**config.mk**
```make
export PLATFORM = sky130hd
export DESIGN_NAME = pipeline_hazard_ctrl
export DESIGN_NICKNAME = d
export VERILOG_FILES = /design/src/rtl/pipeline_hazard_ctrl.sv
export SDC_FILE = /design/constraint.sdc
export NUM_CORES = 1
export LEC_CHECK = 0
export CELL_PAD_IN_SITES_DETAIL_PLACEMENT = 0
export CELL_PAD_IN_SITES_GLOBAL_PLACEMENT = 1
export CORE_MARGIN = 3
export CORE_UTILIZATION = 35
export CTS_CLUSTER_DIAMETER = 40
export DETAILED_ROUTE_END_ITERATION = 12
export HOLD_SLACK_MARGIN = 0.03
export PLACE_DENSITY_LB_ADDON = 0.1
export SLEW_MARGIN = 20
export SYNTH_ARGS = -nofsm -noshare
export SYNTH_HDL_FRONTEND = slang
export SYNTH_SLANG_ARGS = --single-unit
```
**constraint.sdc**
```tcl
create_clock -name clk -period 4.45 [get_ports clk]
set_input_delay 0.89 -clock clk [delete_from_list [all_inputs] [get_ports clk]]
set_output_delay 0.89 -clock clk [all_outputs]
set_load 0.05 [all_outputs]
```
**src/rtl/pipeline_hazard_ctrl.sv**
```systemverilog
// pipeline_hazard_ctrl
// Central stall/flush sequencer for a 5-stage RV32I pipeline (IF ID EX MEM WB).
// It shadows the destination registers of EX/MEM/WB in a small scoreboard,
// detects RAW hazards against the instruction sitting in ID, and drives the
// freeze/bubble/squash controls of the pipeline registers. It also owns the
// data-memory wait handshake and raises a sticky fault on a memory timeout.
//
// Ports
//   clk, rst            : rising-edge clock, synchronous active-high reset
//   id_valid            : ID holds a real instruction
//   id_rs1_addr/rs2_addr: ID source registers (0 when unused)
//   id_rd_addr          : ID destination register
//   id_do_write_back    : ID instruction writes rd
//   id_is_load          : ID instruction is a load
//   ex_redirect         : EX resolved a taken branch/jump this cycle
//   mem_req, mem_ready  : MEM-stage access request / completion
//   stall_if..stall_mem : hold the corresponding pipeline register
//   bubble_ex, bubble_wb: load a NOP into ID/EX, MEM/WB
//   flush_if, flush_id  : squash IF/ID, ID/EX
//   mem_fault           : sticky memory timeout
//   state               : FSM state, 0=RUN 1=MEM_WAIT 2=FAULT
module pipeline_hazard_ctrl #(
   parameter int FORWARDING  = 1,
   parameter int MEM_TIMEOUT = 255,
   parameter int TO_WIDTH    = 8
) (
   input  logic       clk,
   input  logic       rst,
   input  logic       id_valid,
   input  logic [4:0] id_rs1_addr,
   input  logic [4:0] id_rs2_addr,
   input  logic [4:0] id_rd_addr,
   input  logic       id_do_write_back,
   input  logic       id_is_load,
   input  logic       ex_redirect,
   input  logic       mem_req,
   input  logic       mem_ready,
   output logic       stall_if,
   output logic       stall_id,
   output logic       stall_ex,
   output logic       stall_mem,
   output logic       bubble_ex,
   output logic       bubble_wb,
   output logic       flush_if,
   output logic       flush_id,
   output logic       mem_fault,
   output logic [1:0] state
);

   typedef enum logic [1:0] {
      RUN      = 2'd0,
      MEM_WAIT = 2'd1,
      FAULT    = 2'd2
   } state_t;

   typedef struct packed {
      logic       valid;
      logic [4:0] rd;
      logic       wb;
      logic       load;
   } slot_t;

   localparam logic [TO_WIDTH-1:0] TO_LIMIT = TO_WIDTH'(MEM_TIMEOUT);
   localparam bit                  FWD      = (FORWARDING != 0);

   state_t              cur;
   logic [TO_WIDTH-1:0] wait_cnt;
   logic                fault_q;
   slot_t               slot_ex;
   slot_t               slot_mem;
   slot_t               slot_wb;

   logic ex_hit;
   logic mem_hit;
   logic wb_hit;
   logic hazard;
   logic freeze;

   // A source collides with a slot only if it names a real register that the
   // slot's instruction is going to write.
   function automatic logic src_hit(input logic [4:0] src, input slot_t s);
      return (src != 5'd0) && s.valid && s.wb && (s.rd == src);
   endfunction

   // RAW detection; with the bypass only a load still in EX cannot be forwarded.
   always_comb begin
      ex_hit  = src_hit(id_rs1_addr, slot_ex)  | src_hit(id_rs2_addr, slot_ex);
      mem_hit = src_hit(id_rs1_addr, slot_mem) | src_hit(id_rs2_addr, slot_mem);
      wb_hit  = src_hit(id_rs1_addr, slot_wb)  | src_hit(id_rs2_addr, slot_wb);
      hazard  = FWD ? (ex_hit & slot_ex.load) : (ex_hit | mem_hit | wb_hit);
   end

   // Whole-pipeline freeze: outstanding memory access or a latched fault.
   always_comb begin
      case (cur)
         RUN:      freeze = mem_req & ~mem_ready;
         MEM_WAIT: freeze = ~mem_ready;
         FAULT:    freeze = 1'b1;
         default:  freeze = 1'b1;
      endcase
   end

   // Control outputs; priority freeze > redirect > hazard, all forced low in reset.
   always_comb begin
      stall_if  = 1'b0;
      stall_id  = 1'b0;
      stall_ex  = 1'b0;
      stall_mem = 1'b0;
      bubble_ex = 1'b0;
      bubble_wb = 1'b0;
      flush_if  = 1'b0;
      flush_id  = 1'b0;
      if (rst) begin
         stall_if = 1'b0;
      end else if (freeze) begin
         stall_if  = 1'b1;
         stall_id  = 1'b1;
         stall_ex  = 1'b1;
         stall_mem = 1'b1;
         bubble_wb = 1'b1;
      end else if (ex_redirect) begin
         flush_if = 1'b1;
         flush_id = 1'b1;
      end else if (hazard && id_valid) begin
         stall_if  = 1'b1;
         stall_id  = 1'b1;
         bubble_ex = 1'b1;
      end else begin
         stall_if = 1'b0;
      end
   end

   assign mem_fault = fault_q & ~rst;
   assign state     = cur;

   // FSM, wait counter, sticky fault and scoreboard shift register.
   always_ff @(posedge clk) begin
      if (rst) begin
         cur      <= RUN;
         wait_cnt <= '0;
         fault_q  <= 1'b0;
         slot_ex  <= '0;
         slot_mem <= '0;
         slot_wb  <= '0;
      end else begin
         // Scoreboard follows the pipeline registers: frozen while EX/MEM holds.
         if (!stall_ex) begin
            slot_wb  <= slot_mem;
            slot_mem <= slot_ex;
            if (bubble_ex || flush_id || !id_valid) begin
               slot_ex <= '0;
            end else begin
               slot_ex <= {1'b1, id_rd_addr, id_do_write_back, id_is_load};
            end
         end
         case (cur)
            RUN: begin
               if (mem_req && !mem_ready) begin
                  cur      <= MEM_WAIT;
                  wait_cnt <= TO_WIDTH'(1);
               end
            end
            MEM_WAIT: begin
               if (mem_ready) begin
                  cur      <= RUN;
                  wait_cnt <= '0;
               end else if (wait_cnt == TO_LIMIT) begin
                  cur     <= FAULT;
                  fault_q <= 1'b1;
               end else begin
                  wait_cnt <= wait_cnt + TO_WIDTH'(1);
               end
            end
            FAULT: begin
               fault_q <= 1'b1;
            end
            default: begin
               cur      <= RUN;
               wait_cnt <= '0;
            end
         endcase
      end
   end

endmodule

```
==> metrics.log <==
INFO  metric post-synth-top-area-cell = sky130_fd_sc_hd__dfxtp_1
INFO  metric clk_pin_slew_worst_paths = 110 ps
INFO  metric floorplan.die.width = 60.3 um
INFO  metric detail_route.wirelength = 2310 um
INFO  metric max_cap_violations = 0
INFO  metric reg2reg_setup_slack = 2720 ps
INFO  metric drt_drc_violations_left = 0
INFO  metric hp-start = slot_ex[7]
INFO  metric floorplan.initialDensity = 37.2%
INFO  metric fp.coreArea = 2780 um^2
INFO  metric post-synth-top-area-fraction = 36.8%
INFO  metric grt_antenna_before_repair = 0
INFO  metric post-route-util = 49.8%
INFO  metric ys.flop_type = sky130_fd_sc_hd__dfxtp_1
INFO  metric grtUsageTotal = 14.3%
INFO  metric area.growth.synth_to_final = 34.0%
INFO  metric syn-num-nets = 137
INFO  metric post_synth_most_frequent_cells = sky130_fd_sc_hd__dfxtp_1, sky130_fd_sc_hd__nor2_1, sky130_fd_sc_hd__xnor2_1
INFO  metric period_minus_slack = 3700 ps
INFO  metric clock_skew = 6.02 ps
INFO  metric numClockSinks = 19
INFO  metric cts_setup_buffers = 0
INFO  metric maximum_number_of_pins_on_one_net_before_global_route_repair = 12
INFO  metric report.final.slew_viol_count = 0
INFO  metric worst-slew-pin-transition = 717 ps
INFO  metric post_synth_edffs = 0
INFO  metric die_y = 60.3 um
INFO  metric hold_end = slot_ex[7]
INFO  metric clock_root_cell = sky130_fd_sc_hd__clkbuf_4
INFO  metric fmax = 0.270 GHz
INFO  metric cts_max_path_buffers = 2
INFO  metric rr_worst_depth = 6
INFO  metric asyncSetResetFlopFracSynth = 0%
INFO  metric timing_worst_setup_path_type = input port to output port
INFO  metric wire_length_of_the_first_global_routing_pass = 3880 um
INFO  metric data_required_time_at_the_worst_endpoint = 3560 ps
INFO  metric status = complete, no violations
INFO  metric worstHoldPathCells = 2
INFO  metric power_density = 243 nW/um^2
INFO  metric netlist_instances = 113
INFO  metric ir_worst_vdd = 0.142 mV
INFO  metric detailedRoute.firstPassIterationCount = 4
INFO  metric clock_insertion_delay_worst_skew = 300 ps
INFO  metric cts.htree.levels = 1
INFO  metric post-synth-top-count-cell = sky130_fd_sc_hd__dfxtp_1
INFO  metric worst_ep_arrival_time = 2810 ps
INFO  metric die-area = 3640 um^2
INFO  metric place.port_buffers = 33
INFO  metric synth_sequential_area_ratio = 36.8%
INFO  metric worstSetupEndpointType = output port
INFO  metric number_of_global_route_vias_before_repair = 911
INFO  metric antennaDiodeCount = 0
INFO  metric via_count = 900
INFO  metric hold_viol = 0
INFO  metric number_of_buffers_inserted_during_clock_tree_synthesis = 3
INFO  metric critPathLaunchType = input port
INFO  metric rows = 19
INFO  metric worst_r2r_endpoint = wait_cnt[5]
INFO  metric gr-total-overflow = 0
INFO  metric grt_setup_unrepaired = no
INFO  metric min-delay-path-class = flip-flop to flip-flop
INFO  metric setup_viol = 0
INFO  metric cts.hold.buffers_added = 0
INFO  metric synth_top_area_cells = sky130_fd_sc_hd__dfxtp_1, sky130_fd_sc_hd__xnor2_1, sky130_fd_sc_hd__a22o_1
INFO  metric design.portCount = 34
INFO  metric timing.rr.start = wait_cnt[0]
INFO  metric max-slew-margin-rel = 52.2%
INFO  metric synth_area = 1030 um^2
INFO  metric via_per_inst = 5.11
INFO  metric dr.first_iter.drc_count = 37
INFO  metric tritoncts_clock_tree = built
INFO  metric place.gp.congestion = 0.767
INFO  metric design.final.nets = 170
INFO  metric wl_per_cell = 13.1 um
INFO  metric timing.final.crit_share = 83.2%
INFO  metric syn_avg_cell_area = 9.15 um^2
INFO  metric ys_ff_latch = 19
INFO  metric drive_gt1_share = 11.0%
INFO  metric fin_setup_tns = 0 ps
INFO  metric cp_max_fo = 10
INFO  metric route.antenna.remaining_nets = 0
INFO  metric synth-warning-count = 0
INFO  metric power_leakage = 0.457 nW
INFO  metric p_total = 0.337 mW
INFO  metric dpl.hpwl = 1810 um
INFO  metric cts_resized = 0
INFO  metric synth_cell_type_count = 32
==> area by class of cell <==
type | instances | area, um^2
fillers | 279 | 1400
multi-input cells | 84 | 593
flip-flops and latches | 19 | 380
repair buffers | 34 | 330
well taps | 31 | 38.8
clock buffers | 3 | 22.5
inverters | 4 | 15.0
clock inverters | 1 | 5.00
==> where the power goes <==
group | internal, mW | switching, mW | total, mW | leakage [nW]
combinational | 0.0344 | 0.0346 | 0.0690 | 0.286
clock | 0.0335 | 0.0563 | 0.0898 | 0.0177
sequential | 0.174 | 0.00476 | 0.179 | 0.154
total | 0.242 | 0.0956 | 0.337 | 0.457
==> how the worst max path moves through the flow <==
stage | from | to | slack (ps) | depth (start not counted)
after floorplan | id_valid | stall_if | 600 | 5
after global placement | mem_req | bubble_wb | 760 | 6
after detailed placement | mem_req | stall_ex | 740 | 6
after CTS | mem_req | stall_ex | 730 | 6
after global routing | mem_req | stall_mem | 610 | 6
final | mem_req | stall_ex | 750 | 6
==> critical path, stage by stage <==
cell and delay (ps):
sky130_fd_sc_hd__clkdlybuf4s50_1 550, sky130_fd_sc_hd__nor2_4 50, sky130_fd_sc_hd__o21ba_1 220, sky130_fd_sc_hd__nor2_1 110, sky130_fd_sc_hd__buf_4 180, sky130_fd_sc_hd__clkdlybuf4s50_1 810
==> metrics by stage <==
stage          hold WS, ps  cell area, um^2  setup slack, ps  instances
6_report               468             1390              749        176
5_1_grt                504             1390              609        176
2_1_floorplan          432             1030              598        113
4_1_cts                472             1390              735        176
3_5_place_dp           457             1360              735        172
3_3_place_gp           452             1360              764        172
==> cell usage in the layout (no fill, tap or decap) <==
cell	n
sky130_fd_sc_hd__a2111oi_2	2
sky130_fd_sc_hd__a21oi_1	7
sky130_fd_sc_hd__a22o_1	7
sky130_fd_sc_hd__and3_1	1
sky130_fd_sc_hd__buf_4	4
sky130_fd_sc_hd__clkbuf_4	3
sky130_fd_sc_hd__clkdlybuf4s50_1	30
sky130_fd_sc_hd__clkinv_2	1
sky130_fd_sc_hd__dfxtp_1	19
sky130_fd_sc_hd__ha_1	1
sky130_fd_sc_hd__inv_1	4
sky130_fd_sc_hd__nand2_1	5
sky130_fd_sc_hd__nand2_2	1
sky130_fd_sc_hd__nand3_1	5
sky130_fd_sc_hd__nand4_1	4
sky130_fd_sc_hd__nor2_1	15
sky130_fd_sc_hd__nor2_4	1
sky130_fd_sc_hd__nor3_1	2
sky130_fd_sc_hd__nor3_4	1
sky130_fd_sc_hd__nor4_1	4
sky130_fd_sc_hd__nor4_4	1
sky130_fd_sc_hd__nor4b_2	1
sky130_fd_sc_hd__o2111ai_1	1
sky130_fd_sc_hd__o21ai_0	2
sky130_fd_sc_hd__o21ai_1	2
sky130_fd_sc_hd__o21ba_1	1
sky130_fd_sc_hd__o21bai_1	1
sky130_fd_sc_hd__o41ai_1	1
sky130_fd_sc_hd__o41ai_2	1
sky130_fd_sc_hd__or2_1	1
sky130_fd_sc_hd__or2b_1	1
sky130_fd_sc_hd__or4b_1	1
sky130_fd_sc_hd__xnor2_1	14
==> routing by layer <==
layer	part of all wire (%)	track usage, %
met2	45	22.2
met3	5.6	2.98
met5	0	0
met1	48	19.2
met4	1.4	5.70
==> flip-flops by register name (all words and copies together), names as in the netlist <==
signal / count
wait_cnt: 8
state: 2
fault_q: 1
slot_ex: 8
==> cell families after synthesis <==
| group | after synthesis | synth area share [%] |
|---|---|---|
| adders and majority gates | 1 | 1.21 |
| AOI/OAI and AO/OA | 25 | 19.1 |
| xor gates and xnor gates | 14 | 11.9 |
| and+or+nand+nor | 44 | 25.2 |
| DFF | 19 | 36.8 |
| buffers and inverters | 10 | 5.81 |
Note: power is estimated with default switching activity, not from simulation.
